### src/rtl/io_write_arbiter_pkg.sv
// io_write_arbiter_pkg: shared FSM state, source encoding and default widths for the IO write arbiter
package io_write_arbiter_pkg;
  localparam int AW_DEF = 13;
  localparam int DW_DEF = 13;
  localparam logic SRC_CORE = 1'b0;
  localparam logic SRC_HOST = 1'b1;
  typedef enum logic {IDLE, BUSY} state_t;
endpackage

### src/rtl/io_write_arbiter_if.sv
// io_write_arbiter_if: core write strobe, host request and shared IO bus signals of the arbiter
interface io_write_arbiter_if
  import io_write_arbiter_pkg::*;
#(
  parameter int AW = AW_DEF,
  parameter int DW = DW_DEF
) ();
  logic          core_write;
  logic [AW-1:0] core_addr;
  logic [DW-1:0] core_wd;
  logic          host_valid;
  logic [AW-1:0] host_addr;
  logic [DW-1:0] host_wd;
  logic          host_ready;
  logic          bus_valid;
  logic [AW-1:0] bus_addr;
  logic [DW-1:0] bus_wd;
  logic          bus_src;
  logic          bus_ready;
  modport slave (
    input  core_write, core_addr, core_wd, host_valid, host_addr, host_wd, bus_ready,
    output host_ready, bus_valid, bus_addr, bus_wd, bus_src
  );
  modport master (
    output core_write, core_addr, core_wd, host_valid, host_addr, host_wd, bus_ready,
    input  host_ready, bus_valid, bus_addr, bus_wd, bus_src
  );
endinterface

### src/rtl/io_write_fifo.sv
// io_write_fifo: core write queue; a push into a full queue only lands when a pop frees a slot that cycle
module io_write_fifo #(
  parameter int DEPTH = 4,
  parameter int W = 26
) (
  input  logic                     clock,
  input  logic                     reset,
  input  logic                     push,
  input  logic                     pop,
  input  logic [W-1:0]             wdata,
  output logic [W-1:0]             rdata,
  output logic                     full,
  output logic                     empty,
  output logic [$clog2(DEPTH):0]   level
);
  localparam int PW = $clog2(DEPTH);
  logic [PW-1:0] wr_q, wr_d, rd_q, rd_d;
  logic [PW:0] level_q, level_d;
  logic [W-1:0] mem_q [DEPTH];
  logic push_ok, pop_ok;
  assign full = level_q == (PW+1)'(DEPTH);
  assign empty = level_q == '0;
  assign pop_ok = pop && !empty;
  assign push_ok = push && (!full || pop_ok);
  always_comb begin
    wr_d = wr_q + PW'(push_ok);
    rd_d = rd_q + PW'(pop_ok);
    level_d = level_q + (PW+1)'(push_ok) - (PW+1)'(pop_ok);
  end
  always_ff @(posedge clock or posedge reset) begin
    if (reset) begin
      wr_q <= '0;
      rd_q <= '0;
      level_q <= '0;
    end else begin
      wr_q <= wr_d;
      rd_q <= rd_d;
      level_q <= level_d;
    end
  end
  always_ff @(posedge clock) begin
    if (push_ok) mem_q[wr_q] <= wdata;
  end
  assign rdata = mem_q[rd_q];
  assign level = level_q;
endmodule

### src/rtl/io_write_arbiter.sv
// io_write_arbiter: round-robin arbitration of the core write FIFO and the host port (IO_ARB_HOST_EN) onto one IO bus
module io_write_arbiter
  import io_write_arbiter_pkg::*;
#(
  parameter int AW = AW_DEF,
  parameter int DW = DW_DEF,
  parameter int DEPTH = 4
) (
  input  logic                   clock,
  input  logic                   reset,
  io_write_arbiter_if.slave      io,
  output logic [$clog2(DEPTH):0] fifo_level,
  output logic                   overflow,
  output logic                   drained
);
  state_t state_q, state_d;
  logic last_src_q, last_src_d, bus_src_q, bus_src_d, overflow_q, overflow_d;
  logic [AW-1:0] bus_addr_q, bus_addr_d;
  logic [DW-1:0] bus_wd_q, bus_wd_d;
  logic [AW+DW-1:0] head;
  logic host_req, full, empty, core_win, host_win;
`ifdef IO_ARB_HOST_EN
  assign host_req = io.host_valid;
`else
  logic unused_host;
  assign host_req = 1'b0;
  assign unused_host = ^{io.host_valid, io.host_addr, io.host_wd};
`endif
  io_write_fifo #(.DEPTH(DEPTH), .W(AW+DW)) u_fifo (
    .clock, .reset,
    .push(io.core_write), .pop(core_win),
    .wdata({io.core_addr, io.core_wd}), .rdata(head),
    .full, .empty, .level(fifo_level)
  );
  // On a conflict the source that was not granted last wins.
  assign core_win = state_q == IDLE && !empty && (!host_req || last_src_q == SRC_HOST);
  assign host_win = state_q == IDLE && host_req && (empty || last_src_q == SRC_CORE);
  always_comb begin
    state_d = state_q;
    last_src_d = last_src_q;
    bus_addr_d = bus_addr_q;
    bus_wd_d = bus_wd_q;
    bus_src_d = bus_src_q;
    overflow_d = overflow_q || (io.core_write && full && !core_win);
    if (core_win) begin
      {bus_addr_d, bus_wd_d} = head;
      bus_src_d = SRC_CORE;
      last_src_d = SRC_CORE;
      state_d = BUSY;
    end else if (host_win) begin
      bus_addr_d = io.host_addr;
      bus_wd_d = io.host_wd;
      bus_src_d = SRC_HOST;
      last_src_d = SRC_HOST;
      state_d = BUSY;
    end else if (state_q == BUSY && io.bus_ready) begin
      state_d = IDLE;
    end
  end
  always_ff @(posedge clock or posedge reset) begin
    if (reset) begin
      state_q <= IDLE;
      last_src_q <= SRC_HOST;
      bus_addr_q <= '0;
      bus_wd_q <= '0;
      bus_src_q <= SRC_CORE;
      overflow_q <= 1'b0;
    end else begin
      state_q <= state_d;
      last_src_q <= last_src_d;
      bus_addr_q <= bus_addr_d;
      bus_wd_q <= bus_wd_d;
      bus_src_q <= bus_src_d;
      overflow_q <= overflow_d;
    end
  end
  assign io.bus_valid = state_q == BUSY;
  assign io.bus_addr = bus_addr_q;
  assign io.bus_wd = bus_wd_q;
  assign io.bus_src = bus_src_q;
  assign io.host_ready = host_win && !reset;
  assign overflow = overflow_q;
  assign drained = reset || (empty && state_q == IDLE && !host_req);
endmodule

### src/flat_wrapper.sv
// flat-port wrapper written by rule: the top's interface ports become plain ports
module io_write_arbiter_flat import io_write_arbiter_pkg::*;
#(
  parameter int AW = AW_DEF,
  parameter int DW = DW_DEF,
  parameter int DEPTH = 4
)
  (clock, reset, fifo_level, overflow, drained, io_core_write, io_core_addr, io_core_wd, io_host_valid, io_host_addr, io_host_wd, io_bus_ready, io_host_ready, io_bus_valid, io_bus_addr, io_bus_wd, io_bus_src);
  io_write_arbiter_if #(.AW(AW), .DW(DW)) io_i ();
  input  logic clock;
  input  logic reset;
  output logic [$clog2(DEPTH):0] fifo_level;
  output logic overflow;
  output logic drained;
  input wire logic [$bits(io_i.core_write)-1:0] io_core_write;
  input wire logic [$bits(io_i.core_addr)-1:0] io_core_addr;
  input wire logic [$bits(io_i.core_wd)-1:0] io_core_wd;
  input wire logic [$bits(io_i.host_valid)-1:0] io_host_valid;
  input wire logic [$bits(io_i.host_addr)-1:0] io_host_addr;
  input wire logic [$bits(io_i.host_wd)-1:0] io_host_wd;
  input wire logic [$bits(io_i.bus_ready)-1:0] io_bus_ready;
  output wire logic [$bits(io_i.host_ready)-1:0] io_host_ready;
  output wire logic [$bits(io_i.bus_valid)-1:0] io_bus_valid;
  output wire logic [$bits(io_i.bus_addr)-1:0] io_bus_addr;
  output wire logic [$bits(io_i.bus_wd)-1:0] io_bus_wd;
  output wire logic [$bits(io_i.bus_src)-1:0] io_bus_src;
  assign io_i.core_write = io_core_write;
  assign io_i.core_addr = io_core_addr;
  assign io_i.core_wd = io_core_wd;
  assign io_i.host_valid = io_host_valid;
  assign io_i.host_addr = io_host_addr;
  assign io_i.host_wd = io_host_wd;
  assign io_i.bus_ready = io_bus_ready;
  assign io_host_ready = io_i.host_ready;
  assign io_bus_valid = io_i.bus_valid;
  assign io_bus_addr = io_i.bus_addr;
  assign io_bus_wd = io_i.bus_wd;
  assign io_bus_src = io_i.bus_src;
  io_write_arbiter #(.AW(AW), .DW(DW), .DEPTH(DEPTH)) u_core (.clock(clock), .reset(reset), .io(io_i), .fifo_level(fifo_level), .overflow(overflow), .drained(drained));
endmodule
### config.mk
export PLATFORM = sky130hd
export DESIGN_NAME = io_write_arbiter_flat
export DESIGN_NICKNAME = d
export VERILOG_FILES = /design/src/rtl/io_write_arbiter_pkg.sv /design/src/rtl/io_write_arbiter_if.sv /design/src/rtl/io_write_fifo.sv /design/src/rtl/io_write_arbiter.sv /design/src/flat_wrapper.sv
export SDC_FILE = /design/constraint.sdc
export NUM_CORES = 1
export LEC_CHECK = 0
export CORE_ASPECT_RATIO = 1.1
export CORE_MARGIN = 2
export CORE_UTILIZATION = 40
export CTS_BUF_LIST = sky130_fd_sc_hd__clkbuf_16
export DETAILED_ROUTE_END_ITERATION = 12
export GPL_TIMING_DRIVEN = 1
export PLACE_DENSITY = 0.62
export SLEW_MARGIN = 10
export SYNTH_ARGS = -nofsm -noshare
export SYNTH_HDL_FRONTEND = slang
export SYNTH_HIERARCHICAL = 1
export SYNTH_SLANG_ARGS = --single-unit
### constraint.sdc
create_clock -name clock -period 5.51 [get_ports clock]
set_input_delay 1.653 -clock clock [delete_from_list [all_inputs] [get_ports clock]]
set_output_delay 1.653 -clock clock [all_outputs]
set_load 0.03 [all_outputs]
==> flow_summary.ini <==
[die]
ios = 91
die-area_mm2 = 0.0141
coreArea_mm2 = 0.0130
die_h_um = 124
initial_core_util_pct = 40.4
row_count = 44
die_w_um = 114

[clocking]
htree_levels = 4
clockBufferDepth = 2
path_clk_slew_ns = 0.05
numCtsBuffers = 17
cts_resized = 0
insertion_delay_ns = 0.41
cts_hold_buf = 0
post_cts_buffers = 0
cts_tree = done
numClockSinks = 139
root_buffer = clkbuf_16

[timing]
fin_setup_tns_ns = 0
worst_pin_slew_ns = 1.03
setup_viol = 0
slew_headroom_pct = 31.5
maxSlewViolCount = 0
hold-worst-slack_ns = 0.475
fin_crit_sh_pct = 84.7
fmax_mhz = 214
hold_viol_final = 0
skew_ns = 0.00946
rsz0062_at_grt = false
period_minus_slack_ns = 4.66

[cells_and_area]
final_common_cell = edfxtp_1
syn2layout_area_growth_pct = 25.3
drive_gt1_share_pct = 26.8
final_cell_mix = edfxtp_1, clkdlybuf4s50_1, dfrtp_1
antenna_cells = 0
nets = 373
final_cell_area_mm2 = 0.00661

[worst_setup_path]
rrSetupSlack_ns = 2.41
critPathRequiredTime_ns = 3.86
crit_path_end_kind = output pin
worst_r2r_endpoint = u_core/u_fifo/mem_q[1][4]$_DFFE_PP_
path_max_fanout = 2
worst_setup_path_start_kind = primary input
cp.arrival_ns = 3.01
r2r_start = u_core/u_fifo/level[1]$_DFF_PP0_
reg2reg_depth = 5
worstSetupPathType = primary input to output pin

[synthesis]
synth_top_area_share_pct = 59.2
synth_top_area_cell = edfxtp_1
netlist_top_cells_area = edfxtp_1, dfrtp_1, mux4_2, mux2_2, mux4_1
syn_area_mm2 = 0.00528
seq_area_frac_synth_pct = 75.8
netlist_instances = 234
avgSynthCellArea_um2 = 22.5
ys_seq_elements = 139
ys_types = 32
yosys_warnings = 6

[routing]
dr_wl_met2_um = 4920
dr.pass1.iters = 4
post-route-drc-count = 0
antenna_left = 0
drt-met1-wl_um = 3610
top_layer = met4
drt_wl_total_um = 9120
wl_per_cell_um = 18.8
vias = 2459
dr.first_iter.drc_count = 97
via_per_inst = 5.06
dr_wl_met3_um = 415

[global_route]
grt_max_degree = 33
grt_overflow = 0
gr-usage-all-layers_pct = 14.3
grt_pass1_vias = 2716
antenna_found_initial = 0
grt_pass1_wl_um = 14700

[pwr]
peakVddDrop_mv = 0.224
leakage_uw = 0.00234
power.density_mw_per_mm2 = 586
total_power_uw = 3880

[job]
max-cap-violations = 0

[worst_hold_path]
min_from = u_core/overflow$_DFF_PP0_
hp-class = flip-flop to flip-flop
hold_end = u_core/overflow$_DFF_PP0_
whs_path_depth = 1

[placed_design]
globalplace.congestion = 0.686
dp_hpwl_um = 5540
placed_cell_area_mm2 = 0.00607
portBuffers = 61

[status]
status = completed
## per-stage QoR
stage               setup slack (ns)  util, %  cells
detailed placement             0.831     46.5    454
global placement               0.814     46.5    454
floorplan                      0.658        -    235
finish                         0.846     50.7    486
CTS                            0.829     50.7    486
global route                   0.783     50.7    486
## cells in the mapped netlist
cell type    n
nor2b_1      2
buf_8        2
dfrtp_1     35
nand2_1      2
xor2_1       3
nor3_1       2
ha_1         3
o21bai_1     1
o211ai_1     1
nor4b_2      1
o21ai_0      1
buf_12       2
mux2i_1      1
edfxtp_1   104
nor3b_1      2
or3b_2       1
nor4b_1      1
mux2_2      25
mux4_2      20
inv_1        4
xnor2_1      2
nor4bb_1     1
fa_1         1
o311a_1      1
nor2_4       1
buf_4        2
buf_6        1
mux4_1       6
buf_2        3
mux2_1       1
or2_2        1
conb_1       1
## area by class of cell
cell class,instances,area [um^2]
clock inverters,15,120
inverters,4,15.0
multi-input cells,82,1190
repair buffers,68,663
clock buffers,17,425
well taps,161,201
fillers,1051,6440
flip-flops and latches,139,4000
## state kept, by name, indices dropped and copies added (netlist names)
name	cells
u_core/u_fifo/wr_q	2
u_core/io.bus_valid	1
u_core/overflow	1
u_core/u_fifo/level	3
u_core/io.bus_wd	13
u_core/u_fifo/mem_q	104
u_core/u_fifo/rd_q	2
u_core/io.bus_addr	13
## routing by layer
layer,up-vias,GRT usage (%)
met3,11,4.77
met1,1289,15.9
met2,65,24.6
met5,-,0
li1,1094,-
met4,0,6.53
## kinds of logic (layout without fill, tap and decap cells)
kind of cell               count (synthesis)  in the layout  share of synthesized area [%]
xor gates and xnor gates                   5              5                          0.830
adders and majority gates                  4              4                           1.09
DFF                                      139            139                           75.8
and+or+nand+nor                           14             14                           1.99
muxes                                     53             53                           17.3
buffers and inverters                     14            104                           2.39
AOI/OAI and AO/OA                          4              4                          0.569
other                                      1              2                         0.0711
## power breakdown
part	switching, uW	internal (uW)	leakage [uW]
logic	585	615	0.000691
registers	203	1440	0.00136
clock network	387	649	0.000290
## critical path, cell delays in order
cell and delay [ns]:
clkdlybuf4s50_1 0.50, inv_1 0.08, o21ai_0 0.08, clkdlybuf4s50_1 0.70
## how the worst max path moves through the flow
stage	cells after the start	startpoint	slack (ns)	to
floorplan	1	io_core_write	0.66	u_core/u_fifo/mem_q[0][0]$_DFFE_PP_
global placement	4	reset	0.81	drained
detailed placement	4	reset	0.83	drained
CTS	4	reset	0.83	drained
global route	4	reset	0.78	drained
finish	4	reset	0.85	drained
Note: power is estimated with default switching activity, not from simulation.
